`config.mk`:
```
export PLATFORM = sky130hd
export DESIGN_NAME = div_iter
export DESIGN_NICKNAME = d
export VERILOG_FILES = /design/src/rtl/div_iter_pkg.sv /design/src/rtl/div_iter.sv
export SDC_FILE = /design/constraint.sdc
export NUM_CORES = 1
export LEC_CHECK = 0
export CAP_MARGIN = 20
export CELL_PAD_IN_SITES_DETAIL_PLACEMENT = 1
export CELL_PAD_IN_SITES_GLOBAL_PLACEMENT = 1
export CORE_MARGIN = 2
export CORE_UTILIZATION = 39
export CTS_BUF_LIST = sky130_fd_sc_hd__clkbuf_16
export CTS_CLUSTER_DIAMETER = 120
export DETAILED_ROUTE_END_ITERATION = 8
export HOLD_SLACK_MARGIN = 0.06
export PLACE_DENSITY = 0.86
export SYNTH_ARGS = -nofsm -noshare
export SYNTH_HDL_FRONTEND = slang
export SYNTH_SLANG_ARGS = --single-unit
export TNS_END_PERCENT = 20
```
`constraint.sdc`:
```
create_clock -name clk -period 6.3 [get_ports clk]
set_clock_uncertainty 0.2 [all_clocks]
set_input_delay 1.26 -clock clk [delete_from_list [all_inputs] [get_ports clk]]
set_output_delay 1.26 -clock clk [all_outputs]
set_load 0.05 [all_outputs]
```
`src/rtl/div_iter_pkg.sv`:
```
// Shared pipeline definitions used by the iterative divider: divide ALU codes,
// divider FSM state encoding and the default datapath width.
package div_iter_pkg;

  localparam int WIDTH_DEF = 32;

  localparam logic [3:0] ALU_DIV  = 4'b1010;
  localparam logic [3:0] ALU_DIVU = 4'b1011;

  typedef enum logic [1:0] {
    IDLE = 2'd0,
    BUSY = 2'd1,
    DONE = 2'd2
  } div_state_t;

  // EX-stage decode helpers so the datapath can derive start/signed_op from ALUControlE
  function automatic logic is_div_op(input logic [3:0] alu_ctrl);
    return (alu_ctrl == ALU_DIV) || (alu_ctrl == ALU_DIVU);
  endfunction

  function automatic logic is_signed_div(input logic [3:0] alu_ctrl);
    return (alu_ctrl == ALU_DIV);
  endfunction

endpackage

```
`src/rtl/div_iter.sv`:
```
// Iterative radix-2 restoring divider for the EX stage; produces LO (quotient)
// and HI (remainder) and stalls the front of the pipeline while in flight.
module div_iter
  import div_iter_pkg::*;
#(
  parameter int WIDTH = WIDTH_DEF
) (
  input  logic             clk,
  input  logic             rst,
  input  logic             start,
  input  logic             signed_op,
  input  logic             flush,
  input  logic [WIDTH-1:0] dividend,
  input  logic [WIDTH-1:0] divisor,
  output logic             stall,
  output logic             busy,
  output logic             done,
  output logic [WIDTH-1:0] quotient,
  output logic [WIDTH-1:0] remainder
);

  localparam int CW = $clog2(WIDTH);
  localparam logic [CW-1:0] LAST_COUNT = CW'(WIDTH - 1);

  function automatic logic [WIDTH-1:0] negate(input logic [WIDTH-1:0] v);
    return (~v) + {{(WIDTH-1){1'b0}}, 1'b1};
  endfunction

  function automatic logic [WIDTH-1:0] abs_val(input logic [WIDTH-1:0] v, input logic en);
    logic [WIDTH-1:0] r;
    if (en && v[WIDTH-1]) begin
      r = negate(v);
    end else begin
      r = v;
    end
    return r;
  endfunction

  div_state_t       state;
  div_state_t       next_state;
  logic [CW-1:0]    count;
  logic [WIDTH-1:0] rem;
  logic [WIDTH-1:0] quo;
  logic [WIDTH-1:0] dvs;
  logic             neg_q;
  logic             neg_r;
  logic [WIDTH:0]   trial;
  logic [WIDTH-1:0] rem_step;
  logic [WIDTH-1:0] quo_step;
  logic             accept;
  logic             last_iter;

  assign accept    = start & ~flush;
  assign last_iter = (count == LAST_COUNT);

  // State register
  always_ff @(posedge clk or posedge rst) begin
    if (rst) begin
      state <= IDLE;
    end else begin
      state <= next_state;
    end
  end

  // Next-state logic; flush overrides every transition
  always_comb begin
    next_state = state;
    case (state)
      IDLE: begin
        if (accept) begin
          next_state = (divisor == '0) ? DONE : BUSY;
        end else begin
          next_state = IDLE;
        end
      end
      BUSY: begin
        if (flush) begin
          next_state = IDLE;
        end else if (last_iter) begin
          next_state = DONE;
        end else begin
          next_state = BUSY;
        end
      end
      DONE:    next_state = IDLE;
      default: next_state = IDLE;
    endcase
  end

  // Pipeline stall: EX is released in the DONE cycle even with start still high
  always_comb begin
    stall = accept & (state != DONE);
  end

  assign busy = (state == BUSY);
  assign done = (state == DONE);

  // One restoring step: shift {rem, quo} left and trial-subtract the divisor
  always_comb begin
    trial    = {rem, quo[WIDTH-1]} - {1'b0, dvs};
    rem_step = {rem[WIDTH-2:0], quo[WIDTH-1]};
    quo_step = {quo[WIDTH-2:0], ~trial[WIDTH]};
    if (!trial[WIDTH]) begin
      rem_step = trial[WIDTH-1:0];
    end else begin
      rem_step = {rem[WIDTH-2:0], quo[WIDTH-1]};
    end
  end

  // Operand latch, iteration datapath and result registers
  always_ff @(posedge clk or posedge rst) begin
    if (rst) begin
      count     <= '0;
      rem       <= '0;
      quo       <= '0;
      dvs       <= '0;
      neg_q     <= 1'b0;
      neg_r     <= 1'b0;
      quotient  <= '0;
      remainder <= '0;
    end else begin
      case (state)
        IDLE: begin
          if (accept) begin
            neg_q <= signed_op & (dividend[WIDTH-1] ^ divisor[WIDTH-1]);
            neg_r <= signed_op & dividend[WIDTH-1];
            quo   <= abs_val(dividend, signed_op);
            dvs   <= abs_val(divisor, signed_op);
            rem   <= '0;
            count <= '0;
            // Divide by zero skips BUSY; the raw dividend is the remainder
            if (divisor == '0) begin
              quotient  <= '1;
              remainder <= dividend;
            end
          end
        end
        BUSY: begin
          if (!flush) begin
            rem   <= rem_step;
            quo   <= quo_step;
            count <= count + {{(CW-1){1'b0}}, 1'b1};
            if (last_iter) begin
              quotient  <= neg_q ? negate(quo_step) : quo_step;
              remainder <= neg_r ? negate(rem_step) : rem_step;
            end
          end
        end
        default: begin
        end
      endcase
    end
  end

endmodule

```
==> qor.csv <==
metric;value;unit
CP max FO;13;
critical path required time;6.41;ns
H-tree Lvls;4;
Psw;0.00139;W
Critical Path End;quotient[20]$_DFFE_PP0P_;
cell family with most CP delay;simple AND/OR/NAND/NOR gates;
# DRC;0;
share of cells above drive strength 1;5.75;%
pin count of the biggest net entering global routing;99;
Skew-Pair Late Insertion Delay;0.45;ns
Worst path slowest cell;or4_4;
Finished Cell Area;14600;um2
std cell rows;64;
minimum clock period after layout;5.65;ns
Starting Density;39.8;%
CTS resizes;0;
Max Cap Violations;0;
Hold Crit Depth;2;
Vias;11918;
Worst-path clk slew;0.07;ns
Fmax;177;MHz
Buffers & Inverters on Critical Path;2;
deepest clock path buffer count;2;
wire per inst;20.1;um
CTS tree;yes;
Adder-Cell Fraction of Synth Area;4.03;%
total CTS buffers;17;
post-synthesis simple-gate area fraction;20.2;%
HPWL after DPL;31200;um
combinational family with the most area after synthesis;compound AO/OA/AOI/OAI gates;
outcome;completed;
Synth Area in XOR/XNOR;8.63;%
maximum vdd drop;0.207;mV
TNS Setup;0;ns
Num Clock Sinks;169;
Post-CTS Hold Fix Bufs;0;
GRT Overall Usage;24.9;%
post-synthesis mux area share;3.20;%
R2R Path End;quotient[20]$_DFFE_PP0P_;
Yosys cell types;81;
final-stage net count;1730;
post-route ant nets;0;
sw frac;38.6;%
count of buffers from port buffering;135;
DR iter-0 viols;821;
FF/Latch Area;4230;um2
Core Box Area;30800;um2
Die H;181;um
top cell type's share of synthesized area;34.4;%
cell area after synthesis;12300;um2
worst-path cell chain;inv_1 > ha_1 > fa_1 > nor2b_4 > o31ai_1 > a21oi_2 > o31a_1 > o211ai_2 > nor2_4 > inv_2 > ha_1 > or3b_1 > or2_1 > or3_1 > or3_1 > or4_4 > o41ai_2 > xor2_1 > a31oi_1;
critical path type;reg2reg;
top area cells in the synthesized netlist;dfrtp_1 (34%), nand2_1 (6.0%), a21oi_1 (5.7%);
area grow syn2layout;18.8;%
fin. max-slew vios;0;
CP Data Arrival Time;5.76;ns
Compound-Gate Fraction of Synth Area;25.0;%
Setup Fix Bufs, Post-CTS;0;
leading area contributor after synthesis;dfrtp_1;
Worst Setup Start Kind;register;
filler instances;3717;
Hold Path Class;reg2reg;
Pwr Density;246;nW/um2
width of the die;181;um
Post-synth EDFFs;0;
Inserted Diodes;0;
Fin. Hold Viols;0;
count leader, synth;nand2_1;
Reg2Reg Setup Slack;0.65;ns
R2R Path Start;quo[31]$_DFFE_PP0P_;
Post-synth ARST share;100;%
total routed wirelength;40900;um
Sequential Power Share;37.7;%
Cells after Synth;1533;
final setup violating endpoints;0;
CP startpoint;quo[31]$_DFFE_PP0P_;
drt pass-1 iters;5;
vias in the first global route;12286;
post-synthesis sequential area ratio;34.4;%
Slew HR;29.1;%
DIE AREA;32900;um2
Worst-Margin Slew;1.06;ns
Gate power share;32.5;%
RSZ-0062 raised after global routing;no;
Clk network pwr share;29.8;%
Top Ports;136;
Slowest Stage Delay on Critical Path;0.46;ns
Syn. warnings;0;
syn_nets;1641;
predominant post-synthesis flop cell;dfrtp_1;
Routability Congestion;0.898;
Clock Tree Root;clkbuf_16;
antenna violations before repair;0;
Avg Synthesized Cell Area;8.01;um2
period utilization;89.7;%
GRT overflow;0;
top post-synthesis cells by count;nand2_1 (195), dfrtp_1 (169), nor2_1 (143);
DR vias/cell;5.87;
Yosys reg bits;169;
Multi-input gate area;7510;um2
P_leak;6.25;nW
first-pass GRT wire length;66300;um
reg2reg path depth;19;
Int Pwr;0.00221;W
Crit path depth;19;
CP Capture Type;register;
Post-DP Area;14000;um2
-- final cells by class --
class | count | area share (%)
inverters | 58 | 1.53
repair buffers | 156 | 10.6
clock buffers | 17 | 2.91
flip-flops and latches | 169 | 29.0
clock inverters | 15 | 1.12
multi-input cells | 1220 | 51.4
well taps | 396 | 3.40
-- tightest hold or removal path: stages (launching register included) --
cell and delay [ns]:
dfrtp_1 0.34, nand2_1 0.05, o21ai_0 0.06
-- state kept, by name (all words and copies together), names as in the netlist --
register,flops
rem,32
dvs,32
remainder,32
neg_r,1
state,2
quotient,32
quo,32
count,5
neg_q,1
-- per-stage QoR --
stage                     total power, W  hold slack (ns)  util, %  worst slack, ns  instances
after detailed placement         0.00253            0.270     45.3            0.702       1998
after global placement           0.00248            0.261     45.3            0.867       1997
after CTS                        0.00360            0.285     47.2            0.656       2030
final                            0.00360            0.278     47.3            0.649       2031
after global routing             0.00380            0.306     47.3            0.312       2031
after floorplan                  0.00216            0.250        -            0.265       1533
-- power by group through the flow --
stage	clock network (W)	registers, W	logic (W)
after floorplan	0	0.00131	0.000849
after global placement	0	0.00136	0.00112
after detailed placement	0	0.00137	0.00116
after CTS	0.00108	0.00135	0.00117
after global routing	0.00113	0.00137	0.00130
final	0.00107	0.00135	0.00117
-- per-layer routing --
metal	wire length [um]	track usage, %
met5	0	0
met4	1110	9.01
met3	1570	3.01
met2	19100	41.5
met1	19100	33.3
-- placed cells by master, fill, tap and decap left out, types with 7 or more instances in the layout --
cell type	count
nand2_1	195
dfrtp_1	169
nor2_1	141
a21oi_1	141
o21ai_0	141
clkdlybuf4s50_1	135
xor2_1	75
inv_1	55
xnor2_1	46
ha_1	38
or3_1	32
a31oi_1	32
mux2i_1	28
nor3_1	26
o21ai_1	25
a21o_1	24
o31ai_1	23
nand3_1	19
buf_4	18
clkbuf_16	17
nor4_1	16
and3_1	16
nand4_1	14
or4_1	13
o41ai_1	11
and2_1	10
o21a_1	10
a22oi_1	10
mux2_2	10
o22ai_1	9
a211oi_1	8
nor2b_1	7
-- worst min path at each step --
| stage | end | from |
|---|---|---|
| 3_3_place_gp | dvs[16]$_DFFE_PP0P_ | dvs[16]$_DFFE_PP0P_ |
| 4_1_cts | dvs[18]$_DFFE_PP0P_ | dvs[18]$_DFFE_PP0P_ |
| 3_5_place_dp | dvs[18]$_DFFE_PP0P_ | dvs[18]$_DFFE_PP0P_ |
| 5_1_grt | dvs[5]$_DFFE_PP0P_ | dvs[5]$_DFFE_PP0P_ |
| 6_report | dvs[18]$_DFFE_PP0P_ | dvs[18]$_DFFE_PP0P_ |
| 2_1_floorplan | dvs[10]$_DFFE_PP0P_ | dvs[10]$_DFFE_PP0P_ |
-- cells by family (layout without fill, tap and decap cells) --
logic type / Yosys count / in the layout
muxes: 38 / 38
and+or+nand+nor: 526 / 526
xor gates and xnor gates: 121 / 121
DFF: 169 / 169
buffers and inverters: 144 / 246
adders and majority gates: 39 / 39
AOI/OAI and AO/OA: 496 / 496
(Power assumes the default switching activity.)
